**src/rtl/icb2apb_brg.sv**
```systemverilog
// ICB to APB bridge: one outstanding ICB command becomes one APB
// SETUP/ACCESS transfer, then an ICB response is returned.
//
// Ports:
//   clk, rst            clock, synchronous active-low reset
//   i_icb_cmd_*         ICB command channel (vld/rdy, read, addr,
//                       wdata, wmask, usr)
//   i_icb_rsp_*         ICB response channel (vld/rdy, err, rdata, usr)
//   o_apb_psel..pstrb   APB requester outputs
//   o_apb_pready,
//   o_apb_prdata,
//   o_apb_pslverr       APB completer inputs
//
// Optional macro ICB2APB_TIMEOUT_EN: abort an ACCESS phase after
// TIMEOUT cycles with pready low, answering with err=1, rdata=0.
module icb2apb_brg #(
  parameter int AW      = 32,
  parameter int DW      = 32,
  parameter int USR_W   = 1,
  parameter int TIMEOUT = 16
) (
  input  logic              clk,
  input  logic              rst,
  input  logic              i_icb_cmd_vld,
  output logic              i_icb_cmd_rdy,
  input  logic              i_icb_cmd_read,
  input  logic [AW-1:0]     i_icb_cmd_addr,
  input  logic [DW-1:0]     i_icb_cmd_wdata,
  input  logic [DW/8-1:0]   i_icb_cmd_wmask,
  input  logic [USR_W-1:0]  i_icb_cmd_usr,
  output logic              i_icb_rsp_vld,
  input  logic              i_icb_rsp_rdy,
  output logic              i_icb_rsp_err,
  output logic [DW-1:0]     i_icb_rsp_rdata,
  output logic [USR_W-1:0]  i_icb_rsp_usr,
  output logic              o_apb_psel,
  output logic              o_apb_penable,
  output logic              o_apb_pwrite,
  output logic [AW-1:0]     o_apb_paddr,
  output logic [DW-1:0]     o_apb_pwdata,
  output logic [DW/8-1:0]   o_apb_pstrb,
  input  logic              o_apb_pready,
  input  logic [DW-1:0]     o_apb_prdata,
  input  logic              o_apb_pslverr
);

  typedef enum logic [1:0] {
    S_IDLE,
    S_SETUP,
    S_ACCESS,
    S_RSP
  } state_t;

  state_t r_state;
  state_t w_nxt;

  logic [USR_W-1:0] r_usr;
  logic [USR_W-1:0] r_rsp_usr;
  logic [DW-1:0]    r_rsp_rdata;
  logic             r_rsp_err;
  logic             r_pwrite;
  logic [AW-1:0]    r_paddr;
  logic [DW-1:0]    r_pwdata;
  logic [DW/8-1:0]  r_pstrb;

  logic w_cmd_hs;
  logic w_done;
  logic w_tout;

  assign i_icb_cmd_rdy = (r_state == S_IDLE) & rst;
  assign w_cmd_hs      = i_icb_cmd_rdy & i_icb_cmd_vld;
  assign w_done        = (r_state == S_ACCESS) & o_apb_pready;

`ifdef ICB2APB_TIMEOUT_EN
  localparam int CW = $clog2(TIMEOUT + 1);

  logic [CW-1:0] r_to_cnt;

  // A pready arriving on the last allowed cycle wins over the abort.
  assign w_tout = (r_state == S_ACCESS) & ~o_apb_pready
                & (r_to_cnt == CW'(TIMEOUT - 1));

  always_ff @(posedge clk) begin
    if (!rst) begin
      r_to_cnt <= '0;
    end else if (w_cmd_hs) begin
      r_to_cnt <= '0;
    end else if ((r_state == S_ACCESS) && !o_apb_pready
                 && !w_tout) begin
      r_to_cnt <= r_to_cnt + 1'b1;
    end
  end
`else
  assign w_tout = 1'b0;
`endif

  always_ff @(posedge clk) begin
    if (!rst) begin
      r_state <= S_IDLE;
    end else begin
      r_state <= w_nxt;
    end
  end

  always_comb begin
    w_nxt = r_state;
    unique case (r_state)
      S_IDLE: begin
        if (w_cmd_hs) w_nxt = S_SETUP;
      end
      S_SETUP: begin
        w_nxt = S_ACCESS;
      end
      S_ACCESS: begin
        if (w_done || w_tout) w_nxt = S_RSP;
      end
      S_RSP: begin
        if (i_icb_rsp_rdy) w_nxt = S_IDLE;
      end
      default: w_nxt = S_IDLE;
    endcase
  end

  // Command fields are latched once and stay put until the next
  // command, which keeps the APB payload stable across SETUP/ACCESS.
  always_ff @(posedge clk) begin
    if (!rst) begin
      r_pwrite <= 1'b0;
      r_paddr  <= '0;
      r_pwdata <= '0;
      r_pstrb  <= '0;
      r_usr    <= '0;
    end else if (w_cmd_hs) begin
      r_pwrite <= ~i_icb_cmd_read;
      r_paddr  <= i_icb_cmd_addr;
      r_pwdata <= i_icb_cmd_wdata;
      r_pstrb  <= i_icb_cmd_read ? '0 : i_icb_cmd_wmask;
      r_usr    <= i_icb_cmd_usr;
    end
  end

  always_ff @(posedge clk) begin
    if (!rst) begin
      r_rsp_err   <= 1'b0;
      r_rsp_rdata <= '0;
      r_rsp_usr   <= '0;
    end else if (w_done) begin
      r_rsp_err   <= o_apb_pslverr;
      r_rsp_rdata <= r_pwrite ? '0 : o_apb_prdata;
      r_rsp_usr   <= r_usr;
    end else if (w_tout) begin
      r_rsp_err   <= 1'b1;
      r_rsp_rdata <= '0;
      r_rsp_usr   <= r_usr;
    end
  end

  assign o_apb_psel    = (r_state == S_SETUP) | (r_state == S_ACCESS);
  assign o_apb_penable = (r_state == S_ACCESS);
  assign o_apb_pwrite  = r_pwrite;
  assign o_apb_paddr   = r_paddr;
  assign o_apb_pwdata  = r_pwdata;
  assign o_apb_pstrb   = r_pstrb;

  assign i_icb_rsp_vld   = (r_state == S_RSP);
  assign i_icb_rsp_err   = r_rsp_err;
  assign i_icb_rsp_rdata = r_rsp_rdata;
  assign i_icb_rsp_usr   = r_rsp_usr;

endmodule
```
**config.mk**
```make
export PLATFORM = sky130hd
export DESIGN_NAME = icb2apb_brg
export DESIGN_NICKNAME = d
export VERILOG_FILES = /design/src/rtl/icb2apb_brg.sv
export SDC_FILE = /design/constraint.sdc
export NUM_CORES = 1
export LEC_CHECK = 0
export ABC_CLOCK_PERIOD_IN_PS = 1700
export BUFFER_PORTS_ARGS = -buffer_cell sky130_fd_sc_hd__buf_2
export CORE_ASPECT_RATIO = 1.2
export CORE_MARGIN = 3
export CORE_UTILIZATION = 35
export CTS_CLUSTER_SIZE = 8
export DETAILED_ROUTE_END_ITERATION = 6
export PLACE_DENSITY = 0.74
export SYNTH_ARGS = -nofsm -noshare
export SYNTH_HDL_FRONTEND = slang
export SYNTH_SLANG_ARGS = --single-unit
export TNS_END_PERCENT = 50
```
**constraint.sdc**
```tcl
create_clock -name clk -period 1.7 [get_ports clk]
set_input_delay 0.085 -clock clk [delete_from_list [all_inputs] [get_ports clk]]
set_output_delay 0.085 -clock clk [all_outputs]
set_load 0.02 [all_outputs]
```
# Yosys cells after proc, flatten, opt, wreduce, memory -nomap -nowiden
# Cells that the tools add are included.
dict set report totals {
  regBits 106
  input_bits 108
  output_inout_bits 107
}
dict set report op_classes {
  eq_ne 6
  mux 6
  n_bitwise 5
  reduce_logical 2
}
# cell count
set op_table {}
lappend op_table {{32-bit two-way mux} 1}
lappend op_table {{2-bit one-hot mux with 4 select lines} 1}
lappend op_table {{2-bit two-way mux} 3}
lappend op_table {{2-bit equality test, second input constant} 2}
lappend op_table {{4-bit two-way mux} 1}
lappend op_table {{2-bit by 1-bit != test with 1-bit output, second input constant} 2}
lappend op_table {{1-bit AND} 3}
lappend op_table {{3-bit AND reduction} 1}
lappend op_table {{2-bit by 1-bit equality test with 1-bit output, second input constant} 1}
lappend op_table {{2-bit zero test} 1}
lappend op_table {{2-bit != test, second input constant} 1}
lappend op_table {{1-bit inverter} 1}
lappend op_table {{1-bit bitwise OR} 1}

# Depth between registers and ports, before layout
# Gate-level depths: netlist of run 1.
dict set report logic_depth {
  ltp_word 5
  depth_mapped 7
  mapped_depth_nobuf 5
}

# Worst setup path before layout of run 1
# Ideal clock, no wire load.
dict set report synth_path {
  path_kind {register -> register}
  startpoint {register r_state[0]}
  endpoint {register r_rsp_rdata[22], in the netlist i_icb_rsp_rdata[22]}
  setup_ns 0.076
  arrival_ns 1.371
  required_ns 1.624
  setup_slack_ns 0.253
  stages_incl_launch_ff 8
  n_path_buf 2
  synth_period_minus_slack_ns 1.447
  cell_sequence {dfxtp_1 > inv_1 > ha_1 > and2_1 > buf_2 > buf_4 > nand3b_1 > a21boi_0}
}
dict set report synth_between {
  elab_chain_len 2
}
# element line_no
set synth_lines {}
lappend synth_lines {{from (decl)} 54} ;# state_t r_state;
lappend synth_lines {{from (signal assigned)} 101} ;# r_state <= w_nxt;
lappend synth_lines {{2-bit equality test} n/a}
lappend synth_lines {{via o_apb_penable} 37} ;# output logic o_apb_penable,
lappend synth_lines {{1-bit AND} 72} ;# assign w_done = (r_state == S_ACCESS) & o_apb_pready;
lappend synth_lines {{to (signal assigned)} 149} ;# r_rsp_rdata <= r_pwrite ? '0 : o_apb_prdata;
lappend synth_lines {{to (decl)} 59} ;# logic [DW-1:0] r_rsp_rdata;
# The timed path passes the listed nets, and every way through them passes these cells.
# A chain may end at the register's enable or synchronous reset.

# Worst setup path in the final report of run 1
dict set report layout_path {
  startpoint {register r_state[0]}
  endpoint {register r_state[1]}
}
dict set report layout_between {
  elab_chain_len 5
  word_cells_on_any_way 12
  cone_classes {6 x eq/ne; 1 x mux; 3 x bitwise; 2 x reduce/logical}
}
# element line_no
set layout_lines {}
lappend layout_lines {{2-bit zero test} {70, 107}}
lappend layout_lines {{1-bit AND} 70} ;# assign i_icb_cmd_rdy = (r_state == S_IDLE) & rst;
lappend layout_lines {{1-bit AND} 71} ;# assign w_cmd_hs = i_icb_cmd_rdy & i_icb_cmd_vld;
lappend layout_lines {{2-bit != test (no source line)} n/a}
lappend layout_lines {{3-bit AND reduction (no source line)} n/a}
# Parallel ways exist; a longest one is shown, timed or not.

==> results of run 1 <==
worst max-delay path, cell delays in order, from the launching register on:
cell and delay, ps:
sky130_fd_sc_hd__dfxtp_1 360, sky130_fd_sc_hd__inv_1 90, sky130_fd_sc_hd__ha_1 260, sky130_fd_sc_hd__a222oi_1 340, sky130_fd_sc_hd__buf_4 180, sky130_fd_sc_hd__mux2i_1 200
registers in the layout, summed over array words and instances (netlist names), 2 cells and up:
| name | count |
|---|---|
| i_icb_rsp_rdata | 32 |
| o_apb_paddr | 32 |
| o_apb_pstrb | 4 |
| o_apb_pwdata | 32 |
| r_state | 2 |
cell type report:
type | count | area [um^2] | area share (%)
inverters | 5 | 18.8 | 0.307
clock buffers | 14 | 254 | 4.15
well taps | 129 | 161 | 2.64
multi-input cells | 327 | 1660 | 27.2
flip-flops and latches | 106 | 2120 | 34.7
clock inverters | 2 | 12.5 | 0.204
repair buffers | 291 | 1890 | 30.8
what timing repair did:
item | in CTS | in global routing
hold buffers | 65 | 0
setup buffers | 0 | 1
setup endpoints to repair | 0 | 1
hold endpoints to repair | 65 | 0
logic make-up after synthesis:
logic type	synth area share, %
AO/OA/AOI/OAI	7.82
AND/OR/NAND/NOR	32.2
multiplexers	0.504
adder cells (fa/ha/maj)	1.26
flip-flops	53.5
buffers and inverters	4.79
final timing paths:
| path | from | end | slack [ps] | cells after the start |
|---|---|---|---|---|
| hold / removal | o_apb_pslverr | i_icb_rsp_err | 20 | 3 |
| setup / recovery | r_state[0] | r_state[1] | 190 | 5 |
| hold reg to reg | o_apb_pstrb[2] | o_apb_pstrb[2] | 450 | 2 |
| setup reg to reg | r_state[0] | r_state[1] | 190 | 5 |
through the flow:
step / setup slack [ps] / hold slack, ps / cell area (um^2) / std cells / util, %
4_1_cts: 96.3 / 9.32 / 6110 / 873 / 56.7
5_1_grt: 77.8 / 25.7 / 6120 / 874 / 56.8
3_5_place_dp: 110 / 270 / 5190 / 792 / 48.2
6_report: 186 / 24.6 / 6120 / 874 / 56.8
2_1_floorplan: 253 / 184 / 3970 / 475 / -
3_3_place_gp: 299 / 267 / 5190 / 792 / 48.2
layer usage:
metal  share of wire [%]  wire length (um)  vias to the layer above  track usage (%)
met3                 8.0               980                       20             5.34
met1                  39              4780                     1930             20.7
met2                  51              6250                      193             31.8
met4                 1.7               212                        0             6.88
li1                    -                 -                     2077                -
met5                   0                 0                        -                0
cells in the mapped netlist:
library cell | instances | area, um^2
sky130_fd_sc_hd__a21boi_0 | 37 | 278
sky130_fd_sc_hd__a21boi_1 | 1 | 7.51
sky130_fd_sc_hd__a222oi_1 | 1 | 10.0
sky130_fd_sc_hd__and2_1 | 2 | 12.5
sky130_fd_sc_hd__and3_1 | 1 | 6.26
sky130_fd_sc_hd__buf_2 | 14 | 70.1
sky130_fd_sc_hd__buf_4 | 4 | 30.0
sky130_fd_sc_hd__clkbuf_1 | 19 | 71.3
sky130_fd_sc_hd__dfxtp_1 | 106 | 2120
sky130_fd_sc_hd__ha_1 | 4 | 50.1
sky130_fd_sc_hd__inv_1 | 5 | 18.8
sky130_fd_sc_hd__mux2i_1 | 2 | 20.0
sky130_fd_sc_hd__nand2_1 | 175 | 657
sky130_fd_sc_hd__nand3_1 | 66 | 330
sky130_fd_sc_hd__nand3b_1 | 36 | 270
sky130_fd_sc_hd__o211a_1 | 1 | 10.0
sky130_fd_sc_hd__o21ai_0 | 1 | 5.00
power breakdown:
part | internal [mW] | leakage (nW) | switching [mW]
clock | 1.03 | 0.127 | 0.843
sequential | 2.93 | 0.866 | 0.236
combinational | 0.962 | 2.11 | 1.53
total | 4.92 | 3.10 | 2.61
==> reports/qor_table.md, run 1 <==
| Stage | Metric | Value |
|:---|:---|:---|
| cells and area | Layout filler cell count | 915 |
| clock network | PostCTS Resize Cnt | 0 |
| sta | Final setup vio count | 0 |
| sta | Fin Clk Skew | 4.78 ps |
| routing | Post-detailed-route wirelength per cell | 14.0 um |
| place | Number of buffers added on ports | 214 |
| floorplan | Initial Utilization | 36.8% |
| worst setup path | Critical Path End Type | flop |
| clock network | Post-CTS clock slew at the launch and capture registers of the worst setup and hold paths | 70 ps |
| clock network | H-tree Lvls | 3 |
| global route | Vias in the first global route | 3980 |
| worst setup path | Type of origin of the critical path | flop |
| cells and area | Total number of nets in the final design | 852 |
| floorplan | Area enclosed by the die boundary | 12700 um^2 |
| floorplan | Width of the chip | 103 um |
| pwr | Maximum VDD drop | 0.544 mV |
| worst setup path | WP data required | 1950 ps |
| sta | Max-slew violations | 0 |
| cells and area | Area growth from synthesis to final layout | 54.2% |
| cells and area | Share of layout cells above drive strength 1 | 32.2% |
| logic synthesis | Syn Nets | 587 |
| floorplan | Overall die height | 123 um |
| pwr | Pwr Total | 7.53 mW |
| place | Gpl congestion | 0.777 |
| routing | Initial drt markers | 147 |
| logic synthesis | Portion of the post-synthesis area used by sequential elements | 53.5% |
| sta | Setup repair after global routing missed its margin | false |
| global route | Wire length of the first global-routing pass | 18600 um |
| routing | Number of nets still failing antenna checks after routing | 0 |
| routing | Length of the first detailed-routing pass in iterations | 6 |
| sta | Max Freq | 660 MHz |
| clock network | Clock buffer depth | 2 |
| clock network | TritonCTS clock tree | built |
| worst setup path | Worst-path maximum fanout | 4 |
| pwr | Cell area power density | 1230 nW/um^2 |
| global route | Initial antenna violation count | 0 |
| sta | Share of the cycle needed by the critical path after routing | 89.1% |
| clock network | CTS root buf | sky130_fd_sc_hd__clkbuf_16 |
| clock network | Clock buffers created by TritonCTS | 9 |
| sta | Slew HR | 64.4% |
| cells and area | Most frequent cells in the layout | 214 x sky130_fd_sc_hd__buf_2, 175 x sky130_fd_sc_hd__nand2_1, 106 x sky130_fd_sc_hd__dfxtp_1 |
| logic synthesis | Register bit total from synthesis | 106 |
| clock network | Latest clock arrival within the worst-skew pair | 330 ps |
| worst setup path | Type of the setup path with the least slack | reg -> reg |
| floorplan | Number of core rows | 41 |
| logic synthesis | Post-synthesis area per instance | 8.36 um^2 |
| place | Detailed Place HPWL | 8000 um |
| logic synthesis | Distinct cells, synth | 17 |
| logic synthesis | Post-synthesis instance area | 3970 um^2 |
| sta | Min Tclk post-route | 1510 ps |
| run status | Status | finished, final reports clean |
| worst hold path | Class of the worst hold path | in -> reg |
| sta | Setup_tns | 0 ps |
| logic synthesis | Cell count after synthesis | 475 |
| cells and area | Antenna fix cells | 0 |
| sta | Final hold viol count | 0 |
| run | Max-Cap Viols | 0 |
| clock network | CTS Sinks | 106 |
| cells and area | Most common cell after layout, fill and taps aside | sky130_fd_sc_hd__buf_2 |
| global route | All-layer global routing usage | 18.2% |
| global route | Pin count of the biggest net entering global routing | 53 |
| routing | Overall routed net length | 12200 um |
| floorplan | Number of top-level pins | 215 |
| routing | Vias/cell | 4.83 |
| routing | Vias post-DR | 4220 |
| sta | Transition time of the tightest slew-check pin | 534 ps |
| logic synthesis | Count of warnings emitted by yosys | 0 |
| routing | DRC | 0 |
| global route | Overflow left after global routing | 0 |
| worst setup path | Worst EP arrival | 1760 ps |
| pwr | Leakage component of the power | 3.10 nW |
| floorplan | Area inside the core boundary | 10800 um^2 |
Note: power is estimated with default switching activity, not from simulation.
==> run 2, diff against run 1 <==
--- a/config.mk
+++ b/config.mk
@@ -8,7 +8,7 @@
 export ABC_CLOCK_PERIOD_IN_PS = 1700
 export BUFFER_PORTS_ARGS = -buffer_cell sky130_fd_sc_hd__buf_2
 export CORE_ASPECT_RATIO = 1.2
-export CORE_MARGIN = 3
+export CORE_MARGIN = 4
 export CORE_UTILIZATION = 35
 export CTS_CLUSTER_SIZE = 8
 export DETAILED_ROUTE_END_ITERATION = 6
==> run 2 against run 1 <==
Worst hold slack got worse by 3.3 ps. Clock-buffer cell count decreased by 4. Highest routed layer unchanged. Sequential power about the same. Critical endpoint is now r_state[0]. Clock skew about the same. Combinational power shrank 2%.
==> reports/qor_table.md, run 2 (same netlist as run 1, synthesis figures left out) <==
| Stage | Metric | Value |
|:---|:---|:---|
| run status | Status | finished, final reports clean |
| sta | Slew HR | 61.6% |
| worst setup path | WP data required | 1970 ps |
| sta | Slack of the critical path | 143 ps |
| cells and area | Final Cell Area | 6120 um^2 |
| clock network | Number of buffers inserted to repair setup after CTS | 0 |
| worst setup path | FF-to-FF End | r_state[0] |
| pwr | Net Sw Frac | 35.4% |
| run | Max-Cap Viols | 0 |
| routing | Number of nets still failing antenna checks after routing | 0 |
| place | Number of buffers added on ports | 214 |
| worst setup path | Type of the setup path with the least slack | reg -> reg |
| routing | Overall routed net length | 12300 um |
| place | Area of placed instances | 5190 um^2 |
| routing | DRC | 0 |
| worst setup path | Worst R2R Start | r_state[0] |
| worst setup path | Worst setup slack for register-to-register paths | 140 ps |
| global route | All-layer global routing usage | 18.5% |
| place | Detailed Place HPWL | 7770 um |
| global route | Pin count of the biggest net entering global routing | 57 |
| global route | Overflow left after global routing | 0 |
| sta | Min Tclk post-route | 1560 ps |
| cells and area | Antenna fix cells | 0 |
| pwr | Fraction of power consumed by sequential logic | 42.1% |
| cells and area | Share of layout cells above drive strength 1 | 32.4% |
| worst hold path | Hold path cells | 3 |
| routing | Post-detailed-route wirelength per cell | 13.7 um |
| pwr | Cell-internal power | 4.85 mW |
| sta | Final hold viol count | 0 |
| worst hold path | Launch point of the worst hold path | o_apb_prdata[14] |
| clock network | Post-CTS clock slew at the launch and capture registers of the worst setup and hold paths | 70 ps |
| cells and area | Area growth from synthesis to final layout | 54.3% |
| pwr | Pwr Total | 7.49 mW |
| global route | Wire length of the first global-routing pass | 20200 um |
| cells and area | Layout filler cell count | 986 |
| pwr | Maximum VDD drop | 0.682 mV |
| global route | Initial antenna violation count | 0 |
| place | Gpl congestion | 0.793 |
| routing | Vias/cell | 4.68 |
| clock network | Latest clock arrival within the worst-skew pair | 340 ps |
| worst setup path | Worst-path maximum fanout | 4 |
| clock network | H-tree Lvls | 3 |
| cells and area | Most common cell after layout, fill and taps aside | sky130_fd_sc_hd__buf_2 |
| clock network | Clock buffer depth | 2 |
| pwr | Relative contribution of combinational cells to total power | 32.6% |
| sta | Setup repair after global routing missed its margin | false |
| cells and area | Total number of nets in the final design | 850 |
| worst setup path | Critical Path End Type | flop |
| clock network | TritonCTS clock tree | built |
| sta | Transition time of the tightest slew-check pin | 575 ps |
| worst setup path | Type of origin of the critical path | flop |
| cells and area | Most frequent cells in the layout | 213 x sky130_fd_sc_hd__buf_2, 175 x sky130_fd_sc_hd__nand2_1, 106 x sky130_fd_sc_hd__dfxtp_1 |
| clock network | CTS Sinks | 106 |
| clock network | CTS root buf | sky130_fd_sc_hd__clkbuf_16 |
| sta | Fin Clk Skew | 4.63 ps |
| clock network | Clock buffers created by TritonCTS | 9 |
| floorplan | Width of the chip | 105 um |
| worst setup path | Number of cell instances on the worst register-to-register path | 4 |
| pwr | Leakage component of the power | 3.09 nW |
| routing | Initial drt markers | 192 |
| routing | Length of the first detailed-routing pass in iterations | 6 |
| sta | Max Freq | 642 MHz |
| pwr | Cell area power density | 1220 nW/um^2 |
| pwr | Clock network fraction of design power | 25.3% |
| sta | Setup_tns | 0 ps |
| sta | Share of the cycle needed by the critical path after routing | 91.6% |
| floorplan | Number of core rows | 42 |
| pwr | Psw | 2.65 mW |
| floorplan | Area enclosed by the die boundary | 13100 um^2 |
| sta | Max-slew violations | 0 |
| global route | Vias in the first global route | 4201 |
| sta | Final setup vio count | 0 |
| floorplan | Overall die height | 125 um |
| worst hold path | End of the worst hold path | i_icb_rsp_rdata[14] |
| floorplan | Number of top-level pins | 215 |
| worst hold path | Class of the worst hold path | in -> reg |
| floorplan | Area inside the core boundary | 11100 um^2 |
| sta | Minimum hold slack | 21.2 ps |
| routing | Vias post-DR | 4196 |
| floorplan | Initial Utilization | 35.8% |
| worst setup path | Worst EP arrival | 1830 ps |
| place | Post-Place Setup Slack | 146 ps |
## run 2: worst max path at each step
stage / startpoint / endpoint / slack, ps
global route: r_state[0] / o_apb_pstrb[1] / 3
detailed placement: r_state[0] / r_state[0] / 150
finish: r_state[0] / r_state[0] / 140
global placement: r_state[0] / o_apb_paddr[29] / 220
floorplan: r_state[0] / i_icb_rsp_rdata[22] / 250
CTS: r_state[0] / r_state[0] / 130
## run 2: critical path, stage by stage, from the launching register on
cell and delay (ps):
sky130_fd_sc_hd__dfxtp_1 360, sky130_fd_sc_hd__inv_1 90, sky130_fd_sc_hd__ha_1 270, sky130_fd_sc_hd__a222oi_1 550, sky130_fd_sc_hd__mux2i_1 230
## run 2: what timing repair did
| action | 4_1_cts | 5_1_grt |
|---|---|---|
| hold buffers | 66 | 0 |
| hold endpoints to repair | 66 | 0 |
| setup endpoints to repair | 0 | 9 |
| gates resized for setup | 0 | 2 |
## run 2: cell type report
cell class              instances  area (um^2)  area share, %
clock buffers                  10          229           3.74
flip-flops and latches        106         2120           34.6
well taps                     154          193           3.15
inverters                       5         18.8          0.306
multi-input cells             327         1660           27.2
clock inverters                 6         42.5          0.695
repair buffers                289         1860           30.3
## run 2: stage by stage
| step | util, % | std cells |
|---|---|---|
| after floorplan | - | 475 |
| after global placement | 46.8 | 815 |
| after detailed placement | 46.8 | 815 |
| after CTS | 55.2 | 897 |
| after global routing | 55.2 | 897 |
| final | 55.2 | 897 |
## run 2: layer usage
metal	up-vias	wire [um]	global-route usage (%)
met5	-	0	0
met4	0	272	7.88
met3	22	1030	5.34
met2	184	5960	31.5
met1	1916	5000	21.6
li1	2074	-	-
## run 2: power groups by stage
stage,clock (mW),sequential (mW),combinational (mW)
final,1.90,3.15,2.45
after global routing,2.07,3.20,2.66
after CTS,1.97,3.15,2.43
after detailed placement,0,3.20,2.32
after global placement,0,3.18,2.26
after floorplan,0,3.70,0.946
==> run 3, diff against run 2 <==
--- a/config.mk
+++ b/config.mk
@@ -6,7 +6,7 @@
 export NUM_CORES = 1
 export LEC_CHECK = 0
 export ABC_CLOCK_PERIOD_IN_PS = 1700
-export BUFFER_PORTS_ARGS = -buffer_cell sky130_fd_sc_hd__buf_2
+export BUFFER_PORTS_ARGS = -buffer_cell sky130_fd_sc_hd__clkbuf_2
 export CORE_ASPECT_RATIO = 1.2
 export CORE_MARGIN = 4
 export CORE_UTILIZATION = 35
==> run 3 against run 2 <==
Maximum frequency rose by 1.2%. Clock power rose by 5%. Critical path depth did not move. Non-clock buffer count rose by 6. Sequential power barely moved. First-iteration DRC count fell by 27%. Global-route usage rose by 0.29 points. Power rose by 1.7%. Critical endpoint unchanged.
==> reports/qor_table.md, run 3 (same netlist as run 1, synthesis figures left out) <==
| Stage | Metric | Value |
|:---|:---|:---|
| global route | Pin count of the biggest net entering global routing | 56 |
| clock network | CTS Sinks | 106 |
| floorplan | Number of core rows | 42 |
| cells and area | Most common cell after layout, fill and taps aside | sky130_fd_sc_hd__clkbuf_2 |
| clock network | CTS root buf | sky130_fd_sc_hd__clkbuf_16 |
| worst setup path | FF-to-FF End | r_state[0] |
| place | Placed Cells | 816 |
| sta | Min Tclk post-route | 1540 ps |
| worst setup path | Type of origin of the critical path | flop |
| run status | Status | finished, final reports clean |
| floorplan | Initial Utilization | 35.8% |
| pwr | Cell area power density | 1230 nW/um^2 |
| sta | Slew HR | 62.7% |
| worst setup path | Number of cell instances on the worst register-to-register path | 4 |
| global route | Vias in the first global route | 4242 |
| sta | Setup repair after global routing missed its margin | false |
| worst setup path | Type of the setup path with the least slack | reg -> reg |
| global route | Overflow left after global routing | 0 |
| sta | Transition time of the tightest slew-check pin | 559 ps |
| floorplan | Area inside the core boundary | 11100 um^2 |
| worst setup path | Worst-path maximum fanout | 4 |
| cells and area | Area growth from synthesis to final layout | 56.2% |
| global route | All-layer global routing usage | 18.8% |
| routing | Length of the first detailed-routing pass in iterations | 4 |
| floorplan | Width of the chip | 105 um |
| cells and area | Share of layout cells above drive strength 1 | 32.2% |
| clock network | Latest clock arrival within the worst-skew pair | 340 ps |
| worst hold path | Launch point of the worst hold path | o_apb_prdata[5] |
| clock network | Clock buffers created by TritonCTS | 9 |
| worst setup path | WP data required | 1950 ps |
| sta | Share of the cycle needed by the critical path after routing | 90.5% |
| worst hold path | Hold path cells | 3 |
| place | Gpl congestion | 0.752 |
| run | Max-Cap Viols | 0 |
| clock network | H-tree Lvls | 3 |
| worst hold path | Class of the worst hold path | in -> reg |
| clock network | TritonCTS clock tree | built |
| cells and area | Final cell count without fillers | 903 |
| place | Post-Place Setup Slack | 110 ps |
| cells and area | Most frequent cells in the layout | 213 x sky130_fd_sc_hd__clkbuf_2, 175 x sky130_fd_sc_hd__nand2_1, 106 x sky130_fd_sc_hd__dfxtp_1 |
| sta | Max Freq | 650 MHz |
| pwr | Maximum VDD drop | 0.617 mV |
| clock network | Post-CTS clock slew at the launch and capture registers of the worst setup and hold paths | 70 ps |
| global route | Initial antenna violation count | 0 |
| floorplan | Area enclosed by the die boundary | 13100 um^2 |
| cells and area | Antenna fix cells | 0 |
| place | Detailed Place HPWL | 7910 um |
| routing | Vias post-DR | 4240 |
| pwr | Leakage component of the power | 3.07 nW |
| worst hold path | End of the worst hold path | i_icb_rsp_rdata[5] |
| sta | Minimum hold slack | 9.62 ps |
| worst setup path | Worst setup slack for register-to-register paths | 160 ps |
| sta | Final hold viol count | 0 |
| routing | Post-detailed-route wirelength per cell | 13.7 um |
| clock network | Clock buffer depth | 2 |
| routing | Vias/cell | 4.70 |
| sta | Max-slew violations | 0 |
| worst setup path | Critical Path End Type | flop |
| sta | Slack of the critical path | 162 ps |
| routing | Number of nets still failing antenna checks after routing | 0 |
| routing | DRC | 0 |
| sta | Final setup vio count | 0 |
| worst setup path | Worst EP arrival | 1790 ps |
| place | Number of buffers added on ports | 214 |
| floorplan | Overall die height | 125 um |
| clock network | Number of buffers inserted to repair setup after CTS | 0 |
| global route | Wire length of the first global-routing pass | 20400 um |
| floorplan | Number of top-level pins | 215 |
| cells and area | Utilization after layout | 55.9% |
| sta | Fin Clk Skew | 8.13 ps |
| routing | Overall routed net length | 12400 um |
| worst setup path | Worst R2R Start | r_state[0] |
| cells and area | Total number of nets in the final design | 856 |
| routing | Initial drt markers | 140 |
| sta | Setup_tns | 0 ps |
run 3: cell count changes in the layout (fill, tap and decap cells not counted):
cell                            before  now
sky130_fd_sc_hd__dlygate4sd3_1      66   71
sky130_fd_sc_hd__buf_4               5    6
sky130_fd_sc_hd__clkinv_2            2    0
sky130_fd_sc_hd__and2_2              1    0
sky130_fd_sc_hd__clkbuf_8            0    2
sky130_fd_sc_hd__and2_1              1    2
sky130_fd_sc_hd__inv_6               1    2
sky130_fd_sc_hd__clkinvlp_4          2    1
sky130_fd_sc_hd__clkbuf_2            0  213
sky130_fd_sc_hd__buf_2             213    0
run 3: routing by layer:
metal	up-vias	track usage (%)	part of all wire, %	routed length (um)
met5	-	0	0	0
met4	0	7.41	2.0	252
met3	24	5.81	8.5	1060
met2	189	33.5	51	6360
met1	1943	20.6	38	4720
li1	2084	-	-	-
run 3: layout make-up:
| cell class | instances | area (um^2) |
|---|---|---|
| Clock buffer | 12 | 256 |
| Timing Repair Buffer | 295 | 1910 |
| Multi-Input combinational cell | 327 | 1660 |
| Fill cell | 947 | 4890 |
| Inverter | 5 | 18.8 |
| Clock inverter | 4 | 33.8 |
| Tap cell | 154 | 193 |
| Sequential cell | 106 | 2120 |
run 3: critical path: stages (launching register included):
cell                       delay [ps]
sky130_fd_sc_hd__dfxtp_1          350
sky130_fd_sc_hd__inv_1             80
sky130_fd_sc_hd__ha_1             260
sky130_fd_sc_hd__a222oi_1         510
sky130_fd_sc_hd__mux2i_1          270
run 3: stage by stage:
stage                     power [mW]  area (um^2)
after floorplan                 4.65         3970
after global placement          5.46         5190
after detailed placement        5.54         5190
after CTS                       7.68         6200
after global routing            8.06         6200
final                           7.63         6200
run 3: power by group:
part           internal (mW)  switching [mW]
Clock                   1.09           0.909
Combinational          0.921            1.53
Sequential              2.93           0.249
run 3: worst max-delay path by stage:
stage,slack [ps],endpoint,startpoint,depth (start not counted)
detailed placement,110,o_apb_pwdata[5],r_state[0],6
CTS,100,o_apb_pwdata[5],r_state[0],6
floorplan,250,i_icb_rsp_rdata[22],r_state[0],7
global placement,200,o_apb_pwdata[1],r_state[0],6
finish,160,r_state[0],r_state[0],4
global route,30,r_state[0],r_state[0],4
run 3: what timing repair did:
action	CTS	global route
gates resized for setup	0	1
endpoints found under the setup margin	0	25
endpoints found under the hold margin	71	0
hold buffers	71	0
